`src/rtl/comm_tx_arb.sv`:
```
// Four-port half-duplex transmit arbiter: lends one shared serial stream to one
// line driver at a time, framing it with lead, lag and bus-quiet guard times.
module comm_tx_arb #(
  parameter int LEAD    = 16,
  parameter int LAG     = 16,
  parameter int GAP     = 8,
  parameter int MAXHOLD = 0,
  parameter int CW      = 16
) (
  input  logic       clk_i,
  input  logic       rstn_i,
  input  logic [3:0] req_i,
  input  logic [3:0] en_i,
  input  logic       tx_i,
  output logic [3:0] gnt_o,
  output logic [3:0] txd_o,
  output logic [3:0] txen_o,
  output logic [1:0] ch_o,
  output logic       busy_o,
  output logic       timeout_o
);

  typedef enum logic [2:0] {
    S_IDLE,
    S_LEAD,
    S_DATA,
    S_LAG,
    S_GAP
  } state_t;

  localparam logic [CW-1:0] LEAD_M1 = CW'(LEAD - 1);
  localparam logic [CW-1:0] LAG_M1  = CW'(LAG - 1);
  localparam logic [CW-1:0] GAP_M1  = CW'(GAP - 1);
  localparam logic [CW-1:0] HOLD_M1 = CW'(MAXHOLD - 1);
  localparam bit            HOLD_EN = (MAXHOLD != 0);

  state_t        state_reg, state_next;
  logic [CW-1:0] cnt_reg, cnt_next;
  logic [1:0]    last_reg, last_next;
  logic [1:0]    ch_reg, ch_next;
  logic          timeout_next;
  logic [3:0]    gnt_reg, txen_reg;
  logic          busy_reg, timeout_reg;

  logic [3:0] elig;
  logic [1:0] cand [4];
  logic [3:0] hit;
  logic [1:0] pick;
  logic       pick_valid;

  assign elig = req_i & en_i;

  // cand[0] is the port right after the last winner; the last winner itself is scanned last
  genvar gi;
  generate
    for (gi = 0; gi < 4; gi++) begin : g_scan
      assign cand[gi] = last_reg + 2'(gi + 1);
      assign hit[gi]  = elig[cand[gi]];
    end
  endgenerate

  always_comb begin
    pick       = cand[3];
    pick_valid = |hit;
    for (int i = 3; i >= 0; i--) begin
      if (hit[i]) pick = cand[i];
    end
  end

  always_comb begin
    state_next   = state_reg;
    cnt_next     = cnt_reg;
    last_next    = last_reg;
    ch_next      = ch_reg;
    timeout_next = 1'b0;
    case (state_reg)
      S_IDLE: begin
        if (pick_valid) begin
          ch_next    = pick;
          last_next  = pick;
          cnt_next   = LEAD_M1;
          state_next = S_LEAD;
        end
      end
      S_LEAD: begin
        if (cnt_reg == '0) begin
          state_next = S_DATA;
          cnt_next   = HOLD_M1;
        end else begin
          cnt_next = cnt_reg - CW'(1);
        end
      end
      S_DATA: begin
        // the hold limit reports a timeout even if the request drops on the same edge
        if (HOLD_EN && cnt_reg == '0) begin
          state_next   = S_LAG;
          cnt_next     = LAG_M1;
          timeout_next = 1'b1;
        end else if (!(req_i[ch_reg] && en_i[ch_reg])) begin
          state_next = S_LAG;
          cnt_next   = LAG_M1;
        end else begin
          cnt_next = cnt_reg - CW'(1);
        end
      end
      S_LAG: begin
        if (cnt_reg == '0) begin
          state_next = S_GAP;
          cnt_next   = GAP_M1;
        end else begin
          cnt_next = cnt_reg - CW'(1);
        end
      end
      S_GAP: begin
        if (cnt_reg == '0) begin
          state_next = S_IDLE;
        end else begin
          cnt_next = cnt_reg - CW'(1);
        end
      end
      default: state_next = S_IDLE;
    endcase
  end

  // status outputs are computed from the next state so they are true flops
  always_ff @(posedge clk_i or negedge rstn_i) begin
    if (!rstn_i) begin
      state_reg   <= S_IDLE;
      cnt_reg     <= '0;
      last_reg    <= 2'd3;
      ch_reg      <= 2'd0;
      gnt_reg     <= '0;
      txen_reg    <= '0;
      busy_reg    <= 1'b0;
      timeout_reg <= 1'b0;
    end else begin
      state_reg   <= state_next;
      cnt_reg     <= cnt_next;
      last_reg    <= last_next;
      ch_reg      <= ch_next;
      gnt_reg     <= (state_next == S_DATA) ? (4'b0001 << ch_next) : 4'b0000;
      txen_reg    <= (state_next == S_LEAD || state_next == S_DATA || state_next == S_LAG)
                     ? (4'b0001 << ch_next) : 4'b0000;
      busy_reg    <= (state_next != S_IDLE);
      timeout_reg <= timeout_next;
    end
  end

  assign gnt_o     = gnt_reg;
  assign txen_o    = txen_reg;
  assign busy_o    = busy_reg;
  assign timeout_o = timeout_reg;
  assign ch_o      = ch_reg;

  generate
    for (gi = 0; gi < 4; gi++) begin : g_txd
      assign txd_o[gi] = (state_reg == S_DATA && ch_reg == 2'(gi)) ? tx_i : 1'b1;
    end
  endgenerate

endmodule

```
`config.mk`:
```
export PLATFORM = sky130hd
export DESIGN_NAME = comm_tx_arb
export DESIGN_NICKNAME = d
export VERILOG_FILES = /design/src/rtl/comm_tx_arb.sv
export SDC_FILE = /design/constraint.sdc
export NUM_CORES = 1
export LEC_CHECK = 0
export ABC_CLOCK_PERIOD_IN_PS = 4400
export BUFFER_PORTS_ARGS = -buffer_cell sky130_fd_sc_hd__buf_2
export CORE_MARGIN = 2
export CORE_UTILIZATION = 40
export CTS_BUF_LIST = sky130_fd_sc_hd__clkbuf_2
export DETAILED_ROUTE_END_ITERATION = 6
export GPL_ROUTABILITY_DRIVEN = 0
export GPL_TIMING_DRIVEN = 0
export MAX_ROUTING_LAYER = met4
export SLEW_MARGIN = 30
export SYNTH_ARGS = -nofsm -noshare
export SYNTH_HDL_FRONTEND = slang
export SYNTH_SLANG_ARGS = --single-unit
```
`constraint.sdc`:
```
create_clock -name clk_i -period 4.4 [get_ports clk_i]
set_clock_uncertainty 0.1 [all_clocks]
set_input_delay 0.88 -clock clk_i [delete_from_list [all_inputs] [get_ports clk_i]]
set_output_delay 0.88 -clock clk_i [all_outputs]
set_load 0.02 [all_outputs]
```
==> impl_metrics.toml, run 1 <==
[synthesis]
synth_edf_count = 0
ys_seq_area_share_pct = 41.9
netlist_top_cells_area = "dfrtp_1 (39%), nand2_1 (4.1%), nor2_1 (3.9%), o21ai_0 (3.7%), a21oi_1 (2.9%)"
postSynthCellCount = 211
synth_area_sq_um = 1920
synth.top_cell.area_share_pct = 39.1
synth_nets = 223
ys_seq_elements = 32
netlist-cell-type-count = 55
synth_top_area_cell = "dfrtp_1"
avgSynthCellArea_sq_um = 9.10
ys_async_sr_fraction_pct = 100
ys.flop_type = "dfrtp_1"
ys_warn_count = 0

[clock_tree]
clk_latency_ns = 0.35
cts_tree = "built"
root_buffer = "clkbuf_2"
clk_pin_slew_ns = 0.16
cts-htree-levels = 2
post_cts_buffers = 0
ctsHoldBuffers = 0
cts_made_buffers = 5
cts.repair.resized = 0
clock_sinks = 32
clock_path_buffers = 2

[place]
port_buffers = 25
dp_slack_ns = 1.68
dp.cells = 290
dp_hpwl_um = 2990

[global_routing]
grt_pass1_vias = 1582
grt.overflow.total = 0
antenna_found_initial = 0
grt_pass1_wl_um = 7400
grt_max_degree = 33
grt_usage_pct = 18.0

[power]
total_power_uw = 497
leakage_nw = 0.954
power_frac_comb_pct = 11.8
p_per_area_nw_per_um2 = 231
p_seq_share_pct = 61.3
p_sw_uw = 136
internal_power_uw = 360
clkPwrFrac_pct = 26.9
peakVddDrop_mv = 0.204
switching_share_pct = 27.4

[route]
wl_per_cell_um = 13.9
post-route-drc-count = 0
via_count = 1646
drtAntennaViolNets = 0
wl_um = 4140
viasPerCell = 5.52
first_pass_iters = 4
drt_iter0_markers = 74

[critical_path]
path_class = "reg2out"
cp.required_ns = 3.42
worstRegToRegCells = 10
crit_chain = "clkbuf_1 > nor4_1 > nand2b_1 > buf_2"
worstPathArrival_ns = 1.73
end_kind = "output port"
max_stage_delay_ns = 0.48
crit_fanout = 10
start_kind = "register"
cp_slowest_cell = "dfrtp_1"

[flow_run]
max_cap_violations = 0

[floorplan]
fp-row-count = 25
ioPinCount = 27
core_sq_um = 4660
die_h_um = 73.3
die-area_sq_um = 5370
start_util_pct = 41.2
die_width_um = 73.3

[sta]
slew_violations = 0
setup_viol = 0
hold_viol_final = 0
worst_pin_slew_ns = 0.724
period_needed_ns = 2.71
max_slew_margin_pct = 51.8
setup_slack_ns = 1.69
rsz0062_at_grt = "false"
max_freq_mhz = 368
fin_hold_ws_ns = 0.415
finalCritPeriodShare_pct = 61.7
fin_tns_setup_ns = 0

[finish]
diodes = 0
mostFrequentLayoutCell = "dfrtp_1"
syn2layout_area_growth_pct = 12.0
drive_gt1_share_pct = 22.1
largest_register_ffs = 16
finalNonFillerCells = 298
final_cell_mix = "dfrtp_1 (30), buf_2 (26), nand2_1 (21), nor2_1 (20), o21ai_0 (14)"
nets = 255

[run_status]
outcome = "completed"

[hold_path]
hold_path.class = "reg2reg"
holdPathStages = 1
## power groups by stage
stage | registers [mW] | logic (mW) | clock network (mW)
floorplan | 0.316 | 0.0302 | 0
detailed placement | 0.310 | 0.0593 | 0
global placement | 0.310 | 0.0590 | 0
finish | 0.305 | 0.0585 | 0.134
CTS | 0.305 | 0.0593 | 0.143
global route | 0.306 | 0.0661 | 0.156
## cells in the mapped netlist, types with 2 or more instances
master	instances
a21o_1	4
a21oi_1	11
a22o_1	3
a22oi_1	4
a31oi_1	5
and2_1	5
and3_1	4
buf_4	3
buf_6	2
clkbuf_1	4
dfrtp_1	30
dfstp_2	2
inv_1	4
nand2_1	21
nand2b_1	6
nand3_1	6
nand3b_1	2
nand4_1	2
nor2_1	20
nor3_1	8
nor3_2	2
nor3b_2	2
nor4_1	4
o211ai_1	4
o21a_1	2
o21ai_0	14
o22ai_1	2
o2bb2ai_1	2
o31ai_1	3
o41ai_1	3
xor2_1	3
## per-stage QoR
stage / cell area (sq um) / util, %
CTS: 2150 / 46.1
finish: 2150 / 46.1
detailed placement: 2110 / 45.3
global route: 2150 / 46.1
global placement: 2110 / 45.3
floorplan: 1920 / -
## cell families (layout without fill, tap and decap cells)
kind of cell,Yosys count,after routing,synth area share (%)
other,1,1,0.195
adder cells (fa/ha/maj),1,1,0.652
XOR/XNOR,4,4,1.83
multiplexers,1,1,1.17
AO/OA/AOI/OAI,63,63,22.2
buffers and inverters,15,48,4.37
flip-flops,32,32,41.9
AND/OR/NAND/NOR,94,94,27.8
## cell type report
cell class,count,area (sq um)
fillers,464,2510
inverters,5,18.8
flip-flops and latches,32,803
repair buffers,25,125
plain buffers,10,65.1
clock buffers,6,30.0
multi-input cells,164,1030
well taps,54,67.6
clock inverters,2,7.51
## final timing paths
kind | from | endpoint | slack, ns
worst min register to register | cnt_reg[0]$_DFFE_PN0P_ | cnt_reg[0]$_DFFE_PN0P_ | 0.42
worst min-delay path | cnt_reg[0]$_DFFE_PN0P_ | cnt_reg[0]$_DFFE_PN0P_ | 0.42
max in group asynchronous | rstn_i | txen_o[3]$_DFF_PN0_ | 3.27
worst max register to register | cnt_reg[0]$_DFFE_PN0P_ | cnt_reg[2]$_DFFE_PN0P_ | 2.03
min in group asynchronous | rstn_i | cnt_reg[1]$_DFFE_PN0P_ | 0.45
worst max-delay path | state_reg[2]$_DFF_PN0_ | txd_o[0] | 1.69
## critical path, delay by kind of cell (launching register included)
family / cells / cell delay (ns)
buf+inv: 2 / 0.41
simple gates: 2 / 0.49
flops: 1 / 0.48
## metal layers
layer	part of all wire, %	vias to the layer above	track usage (%)	routed length, um
met3	4.0	2	4.12	165
met5	0	-	-	0
met2	46	36	26.9	1900
met4	0.46	0	4.94	19
li1	-	844	-	-
met1	50	764	24.6	2060
Note: power is estimated with default switching activity, not from simulation.
==> run 2, diff against run 1 <==
ABC_AREA = 1   (was unset)
ABC_CLOCK_PERIOD_IN_PS = 2300   (was 4400)
clock period = 2.3 ns   (was 4.4 ns; I/O delays follow)
==> run 2 against run 1 <==
Compared with the run above:
- critical path type unchanged
- synthesized cell count up 44%
- power grew to 6.5 times the previous value
- area after synthesis is 12% higher
- via count is 18% higher
- highest routed layer unchanged
- combinational power rose to 32 times the previous value
- register-to-register slack lost 1.8 ns
==> impl_metrics.toml, run 2 <==
[route]
post-route-drc-count = 0
drtAntennaViolNets = 0
wl_per_cell_um = 11.2
wl_um = 4620
via_count = 1945
viasPerCell = 4.72
drt_iter0_markers = 66
first_pass_iters = 4

[critical_path]
path_class = "reg2out"
cp_slowest_cell = "dfrtp_2"
end_kind = "output port"
path_buf_inv = 3
cp_top_family = "flip-flops"
max_stage_delay_ns = 0.46
start_kind = "register"
crit_chain = "inv_1 > nor3_2 > inv_2 > nor2_4 > nand3_1 > buf_2"
cp.required_ns = 1.74
worstPathArrival_ns = 1.58
crit_fanout = 6

[synthesis]
synth_top_area_cell = "dfrtp_1"
ys_seq_elements = 32
ys.flop_type = "dfrtp_1"
synth_nets = 316
synth_edf_count = 0
synth_commonest_cells = "nand2_1 (114), dfrtp_1 (30), inv_1 (30), nand3_1 (28), nor2_1 (28)"
netlist_top_cells_area = "dfrtp_1 (35%), nand2_1 (20%), nand3_1 (6.5%), inv_1 (5.3%), nand3_2 (5.1%)"
synth.top_cell.area_share_pct = 35.0
ys_async_sr_fraction_pct = 100
avgSynthCellArea_sq_um = 7.05
synth_most_common_cell = "nand2_1"
netlist-cell-type-count = 31
ys_warn_count = 0
ys_seq_area_share_pct = 37.5
synth_area_sq_um = 2140
postSynthCellCount = 304

[place]
port_buffers = 25
dp_hpwl_um = 3470
dp.cells = 399

[finish]
syn2layout_area_growth_pct = 15.6
fillers = 528
finalNonFillerCells = 412
seq_area_sq_um = 807
mostFrequentLayoutCell = "nand2_1"
largest_register_ffs = 16
multi_input_area_sq_um = 1180
finalCoreUtilization_pct = 48.2
drive_gt1_share_pct = 25.4
diodes = 0
final_cell_mix = "nand2_1 (114), inv_1 (29), nand3_1 (28), nor2_1 (27), dfrtp_1 (27)"
nets = 353

[sta]
worst_pin_slew_ns = 0.724
period_needed_ns = 2.14
fin_hold_ws_ns = 0.00733
max_freq_mhz = 467
max_slew_margin_pct = 51.8
slew_violations = 0
setup_viol = 0
hold_viol_final = 0
rsz0062_at_grt = "false"
finalCritPeriodShare_pct = 93.1
fin_tns_setup_ns = 0

[flow_run]
max_cap_violations = 0

[power]
p_per_area_nw_per_um2 = 1300
leakage_nw = 1.36
total_power_mw = 3.21
peakVddDrop_mv = 0.607

[hold_path]
hold_path.class = "in2async"

[global_routing]
antenna_found_initial = 0
grt.overflow.total = 0
grt_pass1_wl_um = 7940
grt_usage_pct = 16.9
grt_pass1_vias = 1797
grt_max_degree = 33

[clock_tree]
ctsHoldBuffers = 0
clock_sinks = 32
root_buffer = "clkbuf_2"
cts_tree = "built"
clk_latency_ns = 0.37
cts_made_buffers = 5
clock_path_buffers = 2
cts-htree-levels = 2
clk_pin_slew_ns = 0.18

[floorplan]
die_h_um = 77.2
ioPinCount = 27
die-area_sq_um = 5960
die_width_um = 77.2
fp-row-count = 26
start_util_pct = 41.7
core_sq_um = 5140

[run_status]
outcome = "completed"
[run 2: per-stage QoR]
step | worst slack (ns) | area [sq um]
5_1_grt | 0.0154 | 2480
2_1_floorplan | 0.521 | 2140
3_5_place_dp | 0.267 | 2350
6_report | 0.158 | 2480
4_1_cts | 0.0520 | 2430
3_3_place_gp | 0.311 | 2350
[run 2: cell families (layout without fill, tap and decap cells)]
family                     count (synthesis)  in the layout  share of synthesized area [%]
and+or+nand+nor                          210            210                           46.4
buffers and inverters                     38             76                           7.94
DFF                                       32             32                           37.5
AOI/OAI and AO/OA                         15             15                           4.50
xor gates and xnor gates                   7              7                           2.86
adders and majority gates                  1              1                          0.584
other                                      1              1                          0.175
[run 2: power breakdown]
group | internal [mW] | switching (mW) | total, mW
registers | 0.763 | 0.179 | 0.942
logic | 0.663 | 1.22 | 1.88
clock network | 0.182 | 0.207 | 0.388
total | 1.61 | 1.60 | 3.21
[run 2: path summary, 6_finish.rpt]
| path | end | depth (start not counted) | from | slack, ns |
|---|---|---|---|---|
| setup / recovery | txd_o[2] | 6 | state_reg[1]$_DFF_PN0_ | 0.16 |
| hold / removal | cnt_reg[1]$_DFFE_PN0P_ | 1 | rstn_i | 0.007 |
| setup reg to reg | cnt_reg[13]$_DFFE_PN0P_ | 11 | cnt_reg[0]$_DFFE_PN0P_ | 0.26 |
| hold reg to reg | cnt_reg[6]$_DFFE_PN0P_ | 2 | cnt_reg[6]$_DFFE_PN0P_ | 0.44 |
| max in group asynchronous | state_reg[1]$_DFF_PN0_ | 1 | rstn_i | 1.58 |
| min in group clk_i | cnt_reg[6]$_DFFE_PN0P_ | 2 | cnt_reg[6]$_DFFE_PN0P_ | 0.44 |
[run 2: layout make-up]
| cell class | instances | share of cell area, % |
|---|---|---|
| Buffer | 5 | 1.87 |
| Clock buffer | 5 | 1.01 |
| Clock inverter | 3 | 1.72 |
| Inverter | 33 | 5.00 |
| Multi-Input combinational cell | 234 | 47.7 |
| Sequential cell | 32 | 32.6 |
| Tap cell | 70 | 3.54 |
| Timing Repair Buffer | 30 | 6.57 |
[run 2: worst reg2reg max path, delay by kind of cell (launching register included)]
family                     cells  cell delay, ns
AOI/OAI and AO/OA              1            0.20
adders and majority gates      1            0.26
buffers and inverters          2            0.29
DFF                            1            0.40
and+or+nand+nor                7            0.71
[run 2: what timing repair did]
item | 4_1_cts | 5_1_grt
endpoints found under the setup margin | 4 | 4
pin swaps | 0 | 0
gates resized for setup | 5 | 2
setup buffers | 0 | 5
[run 2: routing by layer]
metal	wire (um)	up-vias	global-route usage [%]
met2	2120	32	26.6
met4	51	0	5.18
met1	2310	879	21.8
met3	139	7	3.88
li1	-	1027	-
met5	0	-	-
==> run 3, diff against run 2 <==
CTS_BUF_LIST = unset   (was sky130_fd_sc_hd__clkbuf_2)
CTS_CLUSTER_DIAMETER = 50   (was unset)
==> run 3 against run 2 <==
Compared with the run above:
- sequential share of layout area shrank 0.12 points
- die area unchanged
- final cell count is 1.2% lower
- fmax fell by 0.35%
- count of clock-buffer cells in the layout unchanged
- sequential cell count did not move
- via count decreased by 2.4%
- critical path depth unchanged
- clock power up 39%
- critical endpoint unchanged
- largest power group unchanged
==> impl_metrics.toml, run 3 (synthesized netlist as in run 2, its figures left out) <==
[global_routing]
grt.overflow.total = 0
antenna_found_initial = 0
grt_usage_pct = 16.7
grt_max_degree = 33
grt_pass1_wl_um = 7870
grt_pass1_vias = 1769

[finish]
diodes = 0
syn2layout_area_growth_pct = 15.5
drive_gt1_share_pct = 23.1
final_cell_mix = "nand2_1 (114), inv_1 (30), dfrtp_1 (30), nand3_1 (28), nor2_1 (27)"
finalCoreUtilization_pct = 48.1
mostFrequentLayoutCell = "nand2_1"
nets = 348
finalNonFillerCells = 407
largest_register_ffs = 16

[place]
port_buffers = 25
dp_hpwl_um = 3470
dp.cells = 399
dp_slack_ns = 0.267

[sta]
finalCritPeriodShare_pct = 93.5
period_needed_ns = 2.15
fin_tns_setup_ns = 0
worst_pin_slew_ns = 0.725
max_slew_margin_pct = 51.7
slew_violations = 0
max_freq_mhz = 465
rsz0062_at_grt = "false"
setup_slack_ns = 0.150
hold_viol_final = 0
setup_viol = 0

[flow_run]
max_cap_violations = 0

[clock_tree]
post_cts_buffers = 0
cts_made_buffers = 5
clock_path_buffers = 2
cts_tree = "built"
root_buffer = "clkbuf_8"
clk_pin_slew_ns = 0.07
cts-htree-levels = 2
clk_latency_ns = 0.28
clock_sinks = 32

[critical_path]
start_kind = "register"
path_class = "reg2out"
rrSetupSlack_ns = 0.29
crit_fanout = 6
end_kind = "output port"
cp.required_ns = 1.74
worstPathArrival_ns = 1.59

[power]
leakage_nw = 1.35
peakVddDrop_mv = 0.631
p_per_area_nw_per_um2 = 1350
total_power_mw = 3.33

[run_status]
outcome = "completed"

[floorplan]
die_h_um = 77.2
ioPinCount = 27
core_sq_um = 5140
fp-row-count = 26
start_util_pct = 41.7
die-area_sq_um = 5960
die_width_um = 77.2

[route]
drt_iter0_markers = 62
post-route-drc-count = 0
wl_um = 4530
via_count = 1898
wl_per_cell_um = 11.1
viasPerCell = 4.66
drtAntennaViolNets = 0
first_pass_iters = 4

[hold_path]
hold_path.class = "in2async"
## run 3: changes by cell type in the layout (fill, tap and decap cells not counted), moves of 3 or more
cell / before / now
dfrtp_2: 3 / 0
buf_4: 7 / 2
dfrtp_1: 27 / 30
clkbuf_2: 5 / 0
clkbuf_8: 0 / 5
## run 3: stage by stage
stage	area, sq um	hold WS (ns)
2_1_floorplan	2140	0.0644
3_3_place_gp	2350	0.391
3_5_place_dp	2350	0.404
4_1_cts	2470	0.158
5_1_grt	2470	0.202
6_report	2470	0.130
## run 3: report_power, final
group,switching (mW),internal (mW),total (mW)
registers,0.184,0.763,0.947
clock network,0.220,0.320,0.541
logic,1.20,0.644,1.84
total,1.60,1.73,3.33
## run 3: timing repair
action | in CTS | in global routing
pin swaps | 0 | 0
gates resized for setup | 1 | 1
gates cloned | 0 | 0
hold buffers | 0 | 0
endpoints found under the setup margin | 2 | 4
## run 3: worst max-delay path, cell delays in order, from the launching register on
cell and delay (ns):
dfrtp_1 0.47, inv_1 0.11, nor3_2 0.19, inv_1 0.14
nor2_2 0.16, nand3_1 0.08, buf_2 0.16
## run 3: final timing paths
check	start	to	cells after the start
worst max-delay path	state_reg[1]$_DFF_PN0_	txd_o[2]	6
worst min-delay path	rstn_i	cnt_reg[1]$_DFFE_PN0P_	1
worst max register to register	cnt_reg[0]$_DFFE_PN0P_	cnt_reg[13]$_DFFE_PN0P_	11
worst min register to register	cnt_reg[15]$_DFFE_PN0P_	cnt_reg[15]$_DFFE_PN0P_	2
max in group asynchronous	rstn_i	gnt_o[0]$_DFF_PN0_	1
min in group clk_i	cnt_reg[15]$_DFFE_PN0P_	cnt_reg[15]$_DFFE_PN0P_	2
## run 3: final cells by class
type	instances	area, sq um
Clock inverter	3	42.5
Inverter	33	124
Buffer	5	46.3
Sequential cell	32	803
Multi-Input combinational cell	234	1180
Timing Repair Buffer	25	125
Clock buffer	5	68.8
Tap cell	70	87.6
Fill cell	525	2670
## run 3: layer usage
layer	GRT usage (%)	up-vias	share of wire, %
li1	-	1018	-
met1	22.0	847	51
met2	26.0	25	45
met3	3.53	8	3.0
met4	5.18	0	1.1
met5	-	-	0
